## src/rtl/izh_pkg.sv

```systemverilog
// Shared constants and helpers for the izh neuron family.
// Current width is common to izh and izh_synapse.
package izh_pkg;

    localparam int         IZH_CUR_W   = 8;
    localparam logic [7:0] IZH_CUR_MAX = 8'hFF;

    // Unsigned add that clamps at IZH_CUR_MAX instead of wrapping
    function automatic logic [IZH_CUR_W-1:0] sat_add(
        input logic [IZH_CUR_W-1:0] a,
        input logic [IZH_CUR_W-1:0] b
    );
        logic [IZH_CUR_W:0] s;
        s = {1'b0, a} + {1'b0, b};
        return s[IZH_CUR_W] ? IZH_CUR_MAX : s[IZH_CUR_W-1:0];
    endfunction

endpackage

```

## src/rtl/izh_tick_gen.sv

```systemverilog
// Free-running prescaler emitting a one-cycle tick every DIV clocks.
// The tick is high while the count sits at DIV-1.
module izh_tick_gen #(
    parameter int DIV = 16
) (
    input  logic i_clk,
    input  logic i_rst,
    output logic o_tick
);

    localparam int CW = (DIV > 1) ? $clog2(DIV) : 1;
    localparam logic [CW-1:0] LAST = CW'(DIV - 1);

    logic [CW-1:0] r_cnt;

    always_ff @(posedge i_clk or posedge i_rst) begin
        if (i_rst) begin
            r_cnt <= '0;
        end else if (r_cnt == LAST) begin
            r_cnt <= '0;
        end else begin
            r_cnt <= r_cnt + 1'b1;
        end
    end

    assign o_tick = (r_cnt == LAST);

endmodule

```

## src/rtl/izh_synapse.sv

```systemverilog
// Spike-to-current converter: each spike adds a weight, the current
// decays exponentially on prescaler ticks.
module izh_synapse
    import izh_pkg::*;
#(
    parameter int         TICK_DIV    = 16,
    parameter int         TAU_SHIFT   = 3,
    parameter logic [7:0] WEIGHT_INIT = 8'd32
) (
    input  logic                 clk,
    input  logic                 reset,
    input  logic                 spike_in,
    input  logic [7:0]           weight_in,
    input  logic                 weight_we,
    output logic [IZH_CUR_W-1:0] current,
    output logic                 active,
    output logic [7:0]           spike_count
);

    logic                 r_spike_d;
    logic [7:0]           r_weight;
    logic [IZH_CUR_W-1:0] r_cur;
    logic                 r_active;
    logic [7:0]           r_cnt;

    logic                 w_tick;
    logic                 w_event;
    logic [IZH_CUR_W-1:0] w_shift;
    logic [IZH_CUR_W-1:0] w_dec;
    logic [IZH_CUR_W-1:0] w_add;
    logic [IZH_CUR_W-1:0] w_next;

    izh_tick_gen #(
        .DIV    (TICK_DIV)
    ) u_tick (
        .i_clk  (clk),
        .i_rst  (reset),
        .o_tick (w_tick)
    );

    assign w_event = spike_in & ~r_spike_d;
    assign w_shift = r_cur >> TAU_SHIFT;

    // Decay step is at least 1 so the tail always reaches zero
    always_comb begin
        w_dec = '0;
        if (w_tick && r_cur != '0) begin
            w_dec = (w_shift == '0) ? IZH_CUR_W'(1) : w_shift;
        end
    end

    assign w_add  = w_event ? r_weight : '0;
    assign w_next = sat_add(r_cur - w_dec, w_add);

    always_ff @(posedge clk or posedge reset) begin
        if (reset) begin
            r_spike_d <= 1'b0;
            r_weight  <= WEIGHT_INIT;
            r_cur     <= '0;
            r_active  <= 1'b0;
            r_cnt     <= '0;
        end else begin
            r_spike_d <= spike_in;
            r_cur     <= w_next;
            r_active  <= (w_next != '0);
            r_cnt     <= r_cnt + {7'd0, w_event};
            if (weight_we) begin
                r_weight <= weight_in;
            end
        end
    end

    assign current     = r_cur;
    assign active      = r_active;
    assign spike_count = r_cnt;

endmodule
```

## config.mk

```make
export PLATFORM = sky130hd
export DESIGN_NAME = izh_synapse
export DESIGN_NICKNAME = d
export VERILOG_FILES = /design/src/rtl/izh_pkg.sv /design/src/rtl/izh_tick_gen.sv /design/src/rtl/izh_synapse.sv
export SDC_FILE = /design/constraint.sdc
export NUM_CORES = 1
export LEC_CHECK = 0
export CAP_MARGIN = 10
export CORE_UTILIZATION = 57
export DETAILED_ROUTE_END_ITERATION = 7
export HOLD_SLACK_MARGIN = 0.08
export MAX_ROUTING_LAYER = met4
export PLACE_DENSITY = 0.84
export SYNTH_ARGS = -nofsm -noshare
export SYNTH_HDL_FRONTEND = slang
export SYNTH_SLANG_ARGS = --single-unit
```

## constraint.sdc

```tcl
create_clock -name clk -period 8.2 [get_ports clk]
set_input_delay 1.23 -clock clk [delete_from_list [all_inputs] [get_ports clk]]
set_output_delay 1.23 -clock clk [all_outputs]
set_load 0.05 [all_outputs]
```

==> results.sh <==
export IMPL_crit_path_max_fanout=6
export IMPL_vdd_drop_max_v=0.000180
export IMPL_fin_total_pwr_w=0.000857
export IMPL_cp_start_kind="flop"
export IMPL_fin_tns_setup_ns=0
export IMPL_layout_setup_ws_ns=4.32
export IMPL_grt_max_degree=31
export IMPL_worst_pin_slew_ns=1.07
export IMPL_synth_edff_count=0
export IMPL_numCtsBuffers=5
export IMPL_maxCapViolCount=0
export IMPL_critPathRequiredTime_ns=8.40
export IMPL_rows=20
export IMPL_cts_resized=0
export IMPL_p_leak_nw=1.00
export IMPL_final_layout_size_suffix_gt1_share_pct=10.8
export IMPL_period_minus_slack_ns=3.88
export IMPL_fin_nets=241
export IMPL_slew_headroom_pct=28.3
export IMPL_worstHoldStart="spike_count[7]"
export IMPL_grt_pass1_wl_mm=6.64
export IMPL_core_area_mm2=0.00303
export IMPL_path_clk_slew_ns=0.10
export IMPL_p_int_w=0.000429
export IMPL_start_util_pct=60.0
export IMPL_cts_sinks=30
export IMPL_min_period_over_period_pct=47.3
export IMPL_syn_num_nets=210
export IMPL_synth_flop_cell="dfrtp_1"
export IMPL_grt_antenna_before_repair=0
export IMPL_status="finished, final reports clean"
export IMPL_ys_warn_count=0
export IMPL_synth_distinct_cells=38
export IMPL_hold_class="flop to flop"
export IMPL_cts_setup_buffers=0
export IMPL_pwr_share_clk_pct=10.8
export IMPL_r2r_cells=15
export IMPL_clockBufferDepth=2
export IMPL_slew_violations=0
export IMPL_ys_ff_latch=30
export IMPL_dieArea_mm2=0.00342
export IMPL_worst_setup_path_type="flop to flop"
export IMPL_die_w_um=58.5
export IMPL_seq_area_frac_synth_pct=41.4
export IMPL_clk_latency_ns=0.34
export IMPL_finalSetupViolCount=0
export IMPL_hold_buffers=0
export IMPL_fin_area_mm2=0.00220
export IMPL_first_pass_iters=4
export IMPL_place_gp_congestion=0.874
export IMPL_diodes=0
export IMPL_r2r_start="u_tick.r_cnt[0]"
export IMPL_synth_avg_cell_area_um2=10.1
export IMPL_grt_ovfl_total=0
export IMPL_p_comb_share_pct=62.2
export IMPL_cts_max_level=2
export IMPL_grt_use_total_pct=27.1
export IMPL_grt_pass1_vias=1529
export IMPL_pin_count=29
export IMPL_hpwl_mm=3.00
export IMPL_syn_inst=180
export IMPL_r2r_setup_slack_ns=4.32
export IMPL_post_drt_wl_per_cell_um=14.5
export IMPL_hold_depth=1
export IMPL_synthArstFlopShare_pct=100
export IMPL_hold_violations=0
export IMPL_drtIter0Drc=78
export IMPL_ant_nets=0
export IMPL_switching_share_pct=50.0
export IMPL_rsz0062_at_grt="no"
export IMPL_area_delta_synth_final_pct=21.1
export IMPL_fillCellCount=213
export IMPL_finalWirelength_mm=3.72
export IMPL_place_ws_ns=4.38
export IMPL_cts_root_buf="clkbuf_4"
export IMPL_critical_path_arrival_ns=4.07
export IMPL_syn_area_mm2=0.00182
export IMPL_critPathCaptureType="flop"
export IMPL_portBuffers=28
export IMPL_seqPwrFrac_pct=27.0
export IMPL_fp_dieH_um=58.5
export IMPL_fmax_ghz=0.258
export IMPL_drcViolationCount=0
export IMPL_multiInputGateArea_mm2=0.00100
export IMPL_num_vias=1442
export IMPL_r2r_end="active"
export IMPL_cts_tree="built"
export IMPL_switchingPower_w=0.000428
export IMPL_regArea_um2=752
export IMPL_placed_cell_area_mm2=0.00214
export IMPL_whs_endpoint="spike_count[7]"
export IMPL_avgViaCountPerCell=5.63
export IMPL_power_density_mw_per_mm2=389
export IMPL_clock_skew_ns=0.0143
==> logic make-up after synthesis <==
kind of cell,count (synthesis),synth area share (%)
AO/OA/AOI/OAI,35,13.6
XOR/XNOR,14,6.74
adder cells (fa/ha/maj),18,13.2
buffers and inverters,16,3.37
flip-flops,30,41.4
multiplexers,8,4.96
AND/OR/NAND/NOR,59,16.8
==> how the worst max path moves through the flow <==
stage	slack, ns	cells past startpoint	startpoint	to
6_report	4.32	15	u_tick.r_cnt[0]	active
5_1_grt	4.04	15	u_tick.r_cnt[0]	active
4_1_cts	4.33	15	u_tick.r_cnt[0]	active
3_5_place_dp	4.38	9	spike_in	active
3_3_place_gp	4.51	9	spike_in	active
2_1_floorplan	4.67	17	current[5]	active
==> cell usage in the layout (no fill, tap or decap), drive strengths merged, types with 4 or more instances in the layout <==
master / synthesis / routed
a21oi: 10 / 10
and2: 9 / 9
and3: 4 / 4
clkbuf: 3 / 6
clkdlybuf4s50: 0 / 28
dfrtp: 29 / 29
ha: 16 / 16
inv: 12 / 12
mux2: 8 / 8
nand2: 12 / 12
nand3: 7 / 7
nor2: 9 / 9
nor3: 5 / 5
o21a: 5 / 5
o21ai: 8 / 8
xnor2: 7 / 7
xor2: 7 / 7
==> Yosys cell counts (5+ instances only) <==
library cell / number / share of area [%]
a21oi_1: 10 / 2.8
and2_1: 9 / 3.1
dfrtp_1: 29 / 40
ha_1: 16 / 11
inv_1: 12 / 2.5
mux2_2: 8 / 5.0
nand2_1: 12 / 2.5
nand3_1: 7 / 1.9
nor2_1: 9 / 1.9
nor3_1: 5 / 1.4
o21a_1: 5 / 2.1
o21ai_0: 5 / 1.4
xnor2_1: 7 / 3.4
xor2_1: 7 / 3.4
==> stage by stage <==
stage,hold slack (ns),cells,utilization (%)
after global routing,0.500,256,72.7
final,0.483,256,72.7
after global placement,0.460,248,70.6
after CTS,0.487,256,72.7
after floorplan,0.444,180,-
after detailed placement,0.472,248,70.6
==> cell type report <==
| type | count | share of cell area [%] |
|---|---|---|
| clock inverter | 2 | 0.569 |
| multi-input combinational | 134 | 45.7 |
| sequential | 30 | 34.2 |
| inverter | 12 | 2.05 |
| clock buffer | 6 | 2.33 |
| tap | 44 | 2.50 |
| timing repair buffer | 28 | 12.7 |
==> sequential cells by signal (all words and copies together) (netlist names) <==
name	count
current	8
r_weight	8
spike_count	8
u_tick.r_cnt	4
active	1
r_spike_d	1
==> critical path, cell delays in order (launching register included) <==
cell and delay, ns:
dfrtp_1 0.40, ha_1 0.22, and3_1 0.30, nand2_1 0.12
ha_1 0.27, nor2b_1 0.13, o21a_1 0.21, o21ai_2 0.16
a211oi_1 0.09, a2111oi_1 0.58, ha_1 0.42, a21oi_1 0.18
nor2_1 0.05, a211o_1 0.28, nor3b_1 0.21, nand4b_1 0.12
==> power by group through the flow <==
stage / clock (W) / combinational [W] / sequential (W)
global placement: 0 / 0.000509 / 0.000230
floorplan: 0 / 0.000267 / 0.000346
finish: 0.0000924 / 0.000533 / 0.000232
detailed placement: 0 / 0.000529 / 0.000234
CTS: 0.0000951 / 0.000531 / 0.000231
global route: 0.0000999 / 0.000580 / 0.000238
==> layer usage <==
layer | up-vias | track usage [%] | wire (µm)
met5 | - | - | 0
met4 | 0 | 12.2 | 108
met3 | 13 | 8.79 | 154
met2 | 46 | 46.0 | 1930
met1 | 691 | 28.7 | 1530
li1 | 692 | - | -
Power figures use the tool's default switching activity.
